--- src/rtl/fetch_pkg.sv ---
// ---------------------------------------------------------------------------
// fetch_pkg
// Shared definitions for the instruction fetch front-end and the pipeline
// core that consumes its output.
//   - fetchState_t : fetch sequencer states
//   - DEF_*        : default widths and FIFO depth
//   - OP_*         : opcode field values in bits [7:6] of an instruction
//   - countWidth   : width of a 0..depth occupancy counter
// ---------------------------------------------------------------------------
package fetch_pkg;

  typedef enum logic [1:0] {
    IDLE  = 2'd0,
    RUN   = 2'd1,
    DRAIN = 2'd2
  } fetchState_t;

  localparam int DEF_DEPTH  = 4;
  localparam int DEF_PC_W   = 8;
  localparam int DEF_INST_W = 8;
  localparam int DEF_LEN_W  = 8;

  localparam logic [1:0] OP_ADD = 2'b00;
  localparam logic [1:0] OP_SUB = 2'b01;
  localparam logic [1:0] OP_LDI = 2'b10;
  localparam logic [1:0] OP_JMP = 2'b11;

  // A counter that must hold the value 'depth' itself needs one extra bit.
  function automatic int countWidth(input int depth);
    return $clog2(depth) + 1;
  endfunction

endpackage

--- src/rtl/inst_fetch_unit_sync_fifo.sv ---
// ---------------------------------------------------------------------------
// sync_fifo
// Single-clock FIFO of DEPTH entries x WIDTH bits (DEPTH a power of two).
// Ports:
//   clk, rst     : clock, asynchronous active-high reset
//   i_clear      : synchronous clear of pointers and count (wins over push/pop)
//   i_push       : write i_pushData (ignored when full)
//   i_pop        : drop head entry (ignored when empty)
//   o_head       : head entry, 0 when empty
//   o_count      : occupancy 0..DEPTH
//   o_full       : count == DEPTH
//   o_empty      : count == 0
// ---------------------------------------------------------------------------
module sync_fifo
  import fetch_pkg::*;
#(
  parameter int DEPTH = DEF_DEPTH,
  parameter int WIDTH = DEF_INST_W
) (
  input  logic                          clk,
  input  logic                          rst,
  input  logic                          i_clear,
  input  logic                          i_push,
  input  logic [WIDTH-1:0]              i_pushData,
  input  logic                          i_pop,
  output logic [WIDTH-1:0]              o_head,
  output logic [countWidth(DEPTH)-1:0]  o_count,
  output logic                          o_full,
  output logic                          o_empty
);

  localparam int AW = $clog2(DEPTH);
  localparam int CW = countWidth(DEPTH);

  logic [WIDTH-1:0] r_mem [DEPTH];
  logic [AW-1:0]    r_wrPtr;
  logic [AW-1:0]    r_rdPtr;
  logic [CW-1:0]    r_count;
  logic             w_doPush;
  logic             w_doPop;

  assign o_count  = r_count;
  assign o_full   = (r_count == CW'(DEPTH));
  assign o_empty  = (r_count == '0);
  assign o_head   = o_empty ? '0 : r_mem[r_rdPtr];
  assign w_doPush = i_push && !o_full;
  assign w_doPop  = i_pop && !o_empty;

  // Storage carries no reset; o_head masks stale contents while empty.
  always_ff @(posedge clk) begin
    if (w_doPush && !i_clear) begin
      r_mem[r_wrPtr] <= i_pushData;
    end
  end

  // Pointers wrap naturally because DEPTH is a power of two.
  always_ff @(posedge clk or posedge rst) begin
    if (rst) begin
      r_wrPtr <= '0;
      r_rdPtr <= '0;
      r_count <= '0;
    end else if (i_clear) begin
      r_wrPtr <= '0;
      r_rdPtr <= '0;
      r_count <= '0;
    end else begin
      if (w_doPush) begin
        r_wrPtr <= r_wrPtr + AW'(1);
      end
      if (w_doPop) begin
        r_rdPtr <= r_rdPtr + AW'(1);
      end
      if (w_doPush && !w_doPop) begin
        r_count <= r_count + CW'(1);
      end else if (w_doPop && !w_doPush) begin
        r_count <= r_count - CW'(1);
      end
    end
  end

endmodule

--- src/rtl/inst_fetch_unit.sv ---
// ---------------------------------------------------------------------------
// inst_fetch_unit
// Walks a PC over a 1-cycle-latency instruction memory and buffers the
// returned words in a FIFO feeding the core. A request is only issued when
// the FIFO has room for it counting the one possibly in flight, so core
// stalls never overflow the buffer.
// Ports:
//   clk, rst          : clock, asynchronous active-high reset
//   i_start           : pulse, begins a run when idle
//   i_startPc         : first fetch address (sampled with i_start)
//   i_startLen        : instruction count (sampled with i_start)
//   i_flush           : abort run, discard buffered/in-flight words
//   o_imemReqValid    : memory read request this cycle
//   o_imemReqAddr     : memory read address (current PC)
//   i_imemRspValid    : memory response, one cycle after request
//   i_imemRspData     : memory response word
//   o_inst            : FIFO head to core (0 when empty)
//   o_instValid       : FIFO non-empty
//   i_instReady       : core accepts o_inst
//   o_busy            : not idle
//   o_done            : one-cycle pulse at end of a normal run
// ---------------------------------------------------------------------------
module inst_fetch_unit
  import fetch_pkg::*;
#(
  parameter int DEPTH  = DEF_DEPTH,
  parameter int PC_W   = DEF_PC_W,
  parameter int INST_W = DEF_INST_W,
  parameter int LEN_W  = DEF_LEN_W
) (
  input  logic              clk,
  input  logic              rst,
  input  logic              i_start,
  input  logic [PC_W-1:0]   i_startPc,
  input  logic [LEN_W-1:0]  i_startLen,
  input  logic              i_flush,
  output logic              o_imemReqValid,
  output logic [PC_W-1:0]   o_imemReqAddr,
  input  logic              i_imemRspValid,
  input  logic [INST_W-1:0] i_imemRspData,
  output logic [INST_W-1:0] o_inst,
  output logic              o_instValid,
  input  logic              i_instReady,
  output logic              o_busy,
  output logic              o_done
);

  localparam int CW = countWidth(DEPTH);

  fetchState_t       r_state;
  logic [PC_W-1:0]   r_pc;
  logic [LEN_W-1:0]  r_remaining;
  logic              r_inflight;
  logic              r_done;

  logic [CW-1:0]     w_count;
  logic              w_full;
  logic              w_empty;
  logic [INST_W-1:0] w_head;
  logic [CW:0]       w_used;
  logic              w_req;
  logic              w_push;
  logic              w_pop;

  // Credit uses the registered count only; a same-cycle pop is not trusted.
  assign w_used = {1'b0, w_count} + {{CW{1'b0}}, r_inflight};
  assign w_req  = (r_state == RUN) && (r_remaining != '0) && (w_used < (CW + 1)'(DEPTH));

  // Responses without an outstanding request (e.g. right after a flush) are dropped.
  assign w_push = i_imemRspValid && r_inflight;
  assign w_pop  = !w_empty && i_instReady;

  assign o_imemReqValid = w_req;
  assign o_imemReqAddr  = r_pc;
  assign o_inst         = w_head;
  assign o_instValid    = !w_empty;
  assign o_busy         = (r_state != IDLE);
  assign o_done         = r_done;

  sync_fifo #(
    .DEPTH (DEPTH),
    .WIDTH (INST_W)
  ) u_fifo (
    .clk        (clk),
    .rst        (rst),
    .i_clear    (i_flush),
    .i_push     (w_push && !w_full),
    .i_pushData (i_imemRspData),
    .i_pop      (w_pop),
    .o_head     (w_head),
    .o_count    (w_count),
    .o_full     (w_full),
    .o_empty    (w_empty)
  );

  // Fetch sequencer: flush has priority over everything, including start.
  always_ff @(posedge clk or posedge rst) begin
    if (rst) begin
      r_state     <= IDLE;
      r_pc        <= '0;
      r_remaining <= '0;
      r_inflight  <= 1'b0;
      r_done      <= 1'b0;
    end else if (i_flush) begin
      r_state     <= IDLE;
      r_remaining <= '0;
      r_inflight  <= 1'b0;
      r_done      <= 1'b0;
    end else begin
      r_done <= 1'b0;
      if (w_req) begin
        r_inflight <= 1'b1;
      end else if (i_imemRspValid) begin
        r_inflight <= 1'b0;
      end
      case (r_state)
        IDLE: begin
          if (i_start) begin
            if (i_startLen != '0) begin
              r_state     <= RUN;
              r_pc        <= i_startPc;
              r_remaining <= i_startLen;
            end else begin
              r_done <= 1'b1;
            end
          end
        end
        RUN: begin
          if (w_req) begin
            r_pc        <= r_pc + PC_W'(1);
            r_remaining <= r_remaining - LEN_W'(1);
            if (r_remaining == LEN_W'(1)) begin
              r_state <= DRAIN;
            end
          end
        end
        DRAIN: begin
          if (!r_inflight && (w_count == '0)) begin
            r_state <= IDLE;
            r_done  <= 1'b1;
          end
        end
        default: r_state <= IDLE;
      endcase
    end
  end

endmodule

--- config.mk ---
export PLATFORM = sky130hd
export DESIGN_NAME = inst_fetch_unit
export DESIGN_NICKNAME = d
export VERILOG_FILES = /design/src/rtl/fetch_pkg.sv /design/src/rtl/inst_fetch_unit_sync_fifo.sv /design/src/rtl/inst_fetch_unit.sv
export SDC_FILE = /design/constraint.sdc
export NUM_CORES = 1
export LEC_CHECK = 0
export ABC_CLOCK_PERIOD_IN_PS = 4130
export BUFFER_PORTS_ARGS = -buffer_cell sky130_fd_sc_hd__buf_2
export CAP_MARGIN = 20
export CORE_MARGIN = 8
export CORE_UTILIZATION = 40
export CTS_CLUSTER_DIAMETER = 150
export DETAILED_ROUTE_END_ITERATION = 10
export GPL_ROUTABILITY_DRIVEN = 1
export PLACE_DENSITY = 0.71
export SLEW_MARGIN = 20
export SYNTH_ARGS = -nofsm -noshare
export SYNTH_HDL_FRONTEND = slang
export SYNTH_HIERARCHICAL = 1
export SYNTH_SLANG_ARGS = --single-unit
--- constraint.sdc ---
create_clock -name clk -period 4.13 [get_ports clk]
set_input_delay 0 -clock clk [delete_from_list [all_inputs] [get_ports clk]]
set_output_delay 0 -clock clk [all_outputs]
set_load 0.05 [all_outputs]
* After elaboration in Yosys (flattened, before gate mapping)
Memory sizes are Yosys's and may differ from the RTL's.
Index checks and enable logic that the tools add are counted.
** Cells by class
- Multiplexer cells :: 34
- Bitwise logic cells :: 1
- Eq/ne operators :: 12
- $lt $le $gt $ge :: 1
- Add/subtract/negate cells :: 7
- Reductions and logical operators :: 31
** Operators with widths (number)
- 8-bit two-way mux :: 8
- 8-bit case mux with 2 select lines :: 2
- 2-bit two-way mux :: 10
- 8-bit nonzero test :: 2
- 3-bit inequality test, second input constant :: 4
- 1-bit logical AND :: 11
- 5-bit AND reduction :: 2
- 1-bit two-way mux :: 9
- 3-bit two-way mux :: 3
- 3-bit nonzero test :: 3
- 8-bit by 1-bit adder with 8-bit output, second input constant :: 1
- 8-bit by 1-bit equality test with 1-bit output, second input constant :: 1
- 2-bit nonzero test :: 4
- 8-bit by 1-bit subtractor with 8-bit output, second input constant :: 1
- 1-bit logical NOT :: 6
- 2-bit inequality test, second input constant :: 3
- 2-bit case mux with 3 select lines :: 1
- 2-bit by 1-bit adder with 2-bit output, second input constant :: 2
- 3-bit by 1-bit adder with 4-bit output :: 1
- 4-bit by 3-bit < comparator with 1-bit output, second input constant :: 1
- 4-bit AND reduction :: 1
- 3-bit by 1-bit adder with 3-bit output, second input constant :: 1
- 3-bit equality test, second input constant :: 1
- 3-bit logical NOT :: 1
- 7 further kinds :: 7
** Word-level totals
- Bits of input ports :: 30
- Memories kept :: 1
- RAM bits :: 32
- Output and inout port bits :: 20
- Bits in registers :: 27
- Logic and storage cells :: 95
** Memory list
- u_fifo.r_mem :: depth 4, width 8, rd ports 1, clocked after memory_dff 0, wr ports 1, line inst_fetch_unit_sync_fifo.sv:35 : logic [WIDTH-1:0] r_mem [DEPTH];

* Depth between registers and ports, before layout
- Depth in word-level cells :: 9
- Mapped depth :: 10
- Mapped depth without buffers :: 8

* By module
The synthesis kept the hierarchy.
** By module, submodules not included
- sync_fifo :: seq. area each 1136.1 um2, instances 1, cells an instance 113, area each 1769.2 um2
- inst_fetch_unit :: seq. area each 500.5 um2, instances 1, cells an instance 153, area each 1312.5 um2

* Worst setup path after synthesis
OpenSTA, ideal clock, no wires.
- Kind :: flip-flop to flip-flop
- Start :: register u_fifo.r_count[0], in the netlist u_fifo/o_count[0]
- End :: register u_fifo.r_count[2], in the netlist u_fifo/o_count[2]
- Stages on the path, launching flop included :: 11
- Slack :: 1.704 ns
- Path buffers :: 2
- Setup time :: 0.094 ns
- Data arrival time :: 2.332 ns
- Clock period less this slack :: 2.426 ns
- Required time :: 4.036 ns
- Path through :: dfrtp_1 buf_6 or3b_4 inv_2 nor2_1 buf_2 and3_1 fa_1 and3b_1 a21o_2 a211oi_1
** On the way
- Elaborated cells on any way between the ends :: 18
- Classes of those cells :: 2 x add/sub; 1 x eq/ne; 3 x mux; 12 x reduce/logical
** RTL lines
- from (decl) :: line inst_fetch_unit_sync_fifo.sv:38 : logic [CW-1:0] r_count;
- from (signal assigned) :: line inst_fetch_unit_sync_fifo.sv:74 : r_count <= r_count + CW'(1);
- from (signal assigned) :: line inst_fetch_unit_sync_fifo.sv:76 : r_count <= r_count - CW'(1);
- 3-bit equality test * :: line inst_fetch_unit_sync_fifo.sv:43 : assign o_full = (r_count == CW'(DEPTH));
- named net w_full :: line inst_fetch_unit.sv:57 : logic w_full;
- 1-bit logical NOT * :: line inst_fetch_unit_sync_fifo.sv:46, inst_fetch_unit.sv:87
- 1-bit logical AND :: line inst_fetch_unit.sv:87 : .i_push (w_push && !w_full),
- 1-bit logical AND * :: line inst_fetch_unit_sync_fifo.sv:46 : assign w_doPush = i_push && !o_full;
- 1-bit logical AND or 1-bit logical NOT (tied branches) :: line inst_fetch_unit_sync_fifo.sv:73, inst_fetch_unit_sync_fifo.sv:75
- 3-bit two-way mux or 1-bit logical AND (tied branches) :: line inst_fetch_unit_sync_fifo.sv:73, inst_fetch_unit_sync_fifo.sv:75
- 3-bit two-way mux or 3-bit nonzero test (tied branches)
Mark *: on every way through the listed nets, which the timed path passes. The rest lies on a longest branch. The select of a mux whose other input is x is not followed.
A chain may end at the register's enable or synchronous reset.

* Worst setup path after layout
- Start :: register u_fifo.r_count[0], in the netlist u_fifo/o_count[0]
- End :: register u_fifo.r_count[2], in the netlist u_fifo/o_count[2]
** On the way
- Cells in the longest elaborated chain, start to end :: 8
- Elaborated cells on any way between the ends :: 18
- Classes of those cells :: 2 x add/sub; 1 x eq/ne; 3 x mux; 12 x reduce/logical
** Ends and longest elaborated chain
- 3-bit logical NOT * :: line inst_fetch_unit_sync_fifo.sv:44 : assign o_empty = (r_count == '0);
- named net w_empty :: line inst_fetch_unit.sv:58 : logic w_empty;
- 1-bit logical NOT * :: line inst_fetch_unit.sv:71 : assign w_pop = !w_empty && i_instReady;
- 1-bit logical AND * :: line inst_fetch_unit.sv:71
- named net w_pop :: line inst_fetch_unit.sv:63 : logic w_pop;
- 1-bit logical AND * :: line inst_fetch_unit_sync_fifo.sv:47 : assign w_doPop = i_pop && !o_empty;
- 1-bit logical NOT :: line inst_fetch_unit_sync_fifo.sv:73 : if (w_doPush && !w_doPop) begin
- 1-bit logical AND :: line inst_fetch_unit_sync_fifo.sv:73
- 3-bit two-way mux :: line inst_fetch_unit_sync_fifo.sv:73
- 3-bit two-way mux :: line inst_fetch_unit_sync_fifo.sv:62 : end else if (i_clear) begin
Marked as above.

==> summary.txt <==
outcome = complete, no violations
Yosys warning total = 6
largest net degree at the start of global routing = 26
Chip Height = 104 um
Final Hold Vio Count = 0
Worst Setup End Kind = register
io pins = 50
setup TNS = 0 ps
Port Buffers = 49
register area share after synthesis = 53.1%
Area contributors post-synth = edfxtp_1, dfrtp_1, mux4_2
Post-DP Area = 3400 um^2
Final Max Slew Viols = 0
cells on worst reg2reg path = 8
Power per Cell Area = 405 nW/um^2
GRT Overall Usage = 12.5%
vias in the first global route = 2,279
clk_lat worst skew = 340 ps
Longest Clk Path Bufs = 2
worst hold path depth = 4
total core area = 7610 um^2
DR DRC count = 0
final net count = 374
drt pass-1 iters = 4
total grt overflow = 0
routability cong. = 0.828
worst r2r dst = u_fifo/o_count[2]
syn nets = 305
H-tree depth = 3
post-cts sizing count = 0
Post-CTS Setup Bufs = 0
Yosys reg bits = 59
CTS Sinks = 59
max-cap viol count = 0
maximum clock rate = 341 MHz
ys flop type = edfxtp_1
WL final = 6640 um
RSZ-0062 raised after global routing = no
number of enable flip-flop cells after synthesis = 32
Req. time, crit path = 4370 ps
startpoint class of the critical path = register
cts bufs inserted = 9
clock-pin slew on the worst setup and hold paths = 70 ps
initial antenna violation count = 1
layout cells sized above 1 = 26.2%
R2R setup slack = 1200 ps
die area = 10,800 um^2
row count = 32
Worst-Margin Slew = 836 ps
DR iter-0 viols = 63
WP data arrival = 3170 ps
average via count per standard cell = 5.14
hold endpoint = r_remaining[3]
WS Path Type = register to register
HP Start = i_startLen[3]
Die Wd = 104 um
skew final = 4.60 ps
Max IR drop VDD = 0.000310 V
Distinct cells, synth = 59
cell accounting for the most synthesized area = edfxtp_1
post-layout min period = 2930 ps
Post-synth ARST share = 45.8%
Worst Hold Class = primary input to register
endpoints failing setup = 0
clock root buffer = clkbuf_8
Min Hold Slack = 18.0 ps
Routed Antenna Nets = 0
starting density of the core = 40.5%
top-area cell type share of the netlist area = 31.2%
number of diodes = 0
FF-to-FF Start = u_fifo/o_count[0]
Layout area overhead = 22.8%
Max-slew headroom = 44.3%
Final Cycle Share = 70.9%
design area = 3780 um^2
CTS tree = done
post-synthesis area per instance = 11.6 um^2
crit path max fanout = 12
wire per inst = 15.0 um
Pleak = 1.54 nW
first-pass GRT wire length = 10,900 um
Gate Count Post-Synth = 266
vias after detailed routing = 2,272
synthesized area = 3080 um^2
HPWL Detailed = 4720 um
==> report_power, final <==
group | switching (mW) | internal, mW
sequential | 0.0505 | 0.659
clock | 0.242 | 0.221
combinational | 0.236 | 0.123
total | 0.529 | 1.00
==> sequential cells by signal, indices dropped and copies added, names as in the netlist <==
register / count
o_done: 1
r_remaining: 8
r_inflight: 1
r_state: 2
u_fifo/r_rdPtr: 2
u_fifo/r_wrPtr: 2
u_fifo/r_mem: 32
u_fifo/o_count: 3
o_imemReqAddr: 8
==> kinds of logic after synthesis <==
group           synth area share, %
compound gates                 14.9
xor+xnor                       1.99
buf+inv                        4.55
simple gates                   14.3
mux                            7.23
flops                          53.1
fa+ha+maj                      3.90
==> worst max path at each step <==
stage | startpoint | end | slack (ps) | cells past startpoint
after global routing | u_fifo/o_count[0] | u_fifo/o_count[2] | 1060 | 8
after floorplan | u_fifo/o_count[0] | u_fifo/o_count[2] | 1700 | 10
final | u_fifo/o_count[0] | u_fifo/o_count[2] | 1200 | 8
after detailed placement | u_fifo/o_count[0] | u_fifo/o_count[2] | 1240 | 8
after CTS | u_fifo/o_count[0] | u_fifo/o_count[2] | 1230 | 8
after global placement | u_fifo/o_count[0] | u_fifo/r_mem[3][3] | 1400 | 5
==> cell type report <==
| cell class | instances | area, um^2 |
|---|---|---|
| clock buffer | 9 | 124 |
| clock inverter | 7 | 52.6 |
| fill | 698 | 3820 |
| inverter | 18 | 67.6 |
| multi-input combinational | 176 | 1320 |
| sequential | 59 | 1640 |
| tap | 102 | 128 |
| timing repair buffer | 71 | 460 |
==> cells in the final DEF, fill, tap and decap left out, drive strengths merged, types with 2 or more instances in the layout <==
cell / count
nor4: 4
nor3b: 6
dlygate4sd3: 20
edfxtp: 32
a31oi: 3
a311oi: 3
clkinv: 4
mux2i: 2
nor3: 6
o21ai: 17
ha: 8
nor2b: 11
xnor2: 3
a21oi: 19
xor2: 4
a22o: 6
buf: 51
clkbuf: 9
inv: 20
nand3: 7
a21o: 2
mux2: 2
a31o: 2
nand2: 15
nor2: 21
nand4: 2
mux4: 8
o22ai: 3
or4: 3
dfrtp: 27
==> metal layers <==
layer	vias up	global-route usage [%]	share of wire, %	wire [um]
met5	-	0	0.12	8
met4	2	4.96	1.2	79
met3	11	4.46	6.3	416
met2	69	20.2	47	3150
met1	1068	14.7	45	2990
li1	1122	-	-	-
==> per-stage QoR <==
stage / worst slack, ps / power, mW / cells / utilization [%]
after CTS: 1230 / 1.54 / 442 / 49.6
after detailed placement: 1240 / 1.06 / 406 / 44.7
after global routing: 1060 / 1.61 / 442 / 49.7
final: 1200 / 1.53 / 442 / 49.7
after floorplan: 1700 / 0.974 / 266 / -
after global placement: 1400 / 1.06 / 406 / 44.7
==> cells in the mapped netlist (2+ instances only) <==
master    count
inv_1        17
o21ai_0      15
o22ai_1       3
ha_1          8
nand2_1      15
o21ai_1       2
nor3_1        5
nor3b_1       6
xnor2_1       3
a31oi_1       2
nand3_1       7
dfrtp_1      27
nor2_1       21
xor2_1        4
nor4_1        3
edfxtp_1     32
a21oi_1      19
nor2b_1      11
or4_1         3
a22o_1        6
mux2i_1       2
buf_6         2
nand4_1       2
mux2_1        2
clkbuf_1      5
buf_2         4
mux4_2        8
==> worst max-delay path: stages (launching register included) <==
cell      delay, ps
dfrtp_1         570
nor3_2          190
nor2b_1         540
o21ai_0         230
and3_1          240
fa_1            430
and3b_1         220
a21o_2          180
a211oi_1        220
==> what timing repair did <==
item / in CTS / in global routing
endpoints found under the setup margin: 0 / 0
hold buffers: 20 / 0
endpoints found under the hold margin: 70 / 0
(Power assumes the default switching activity.)
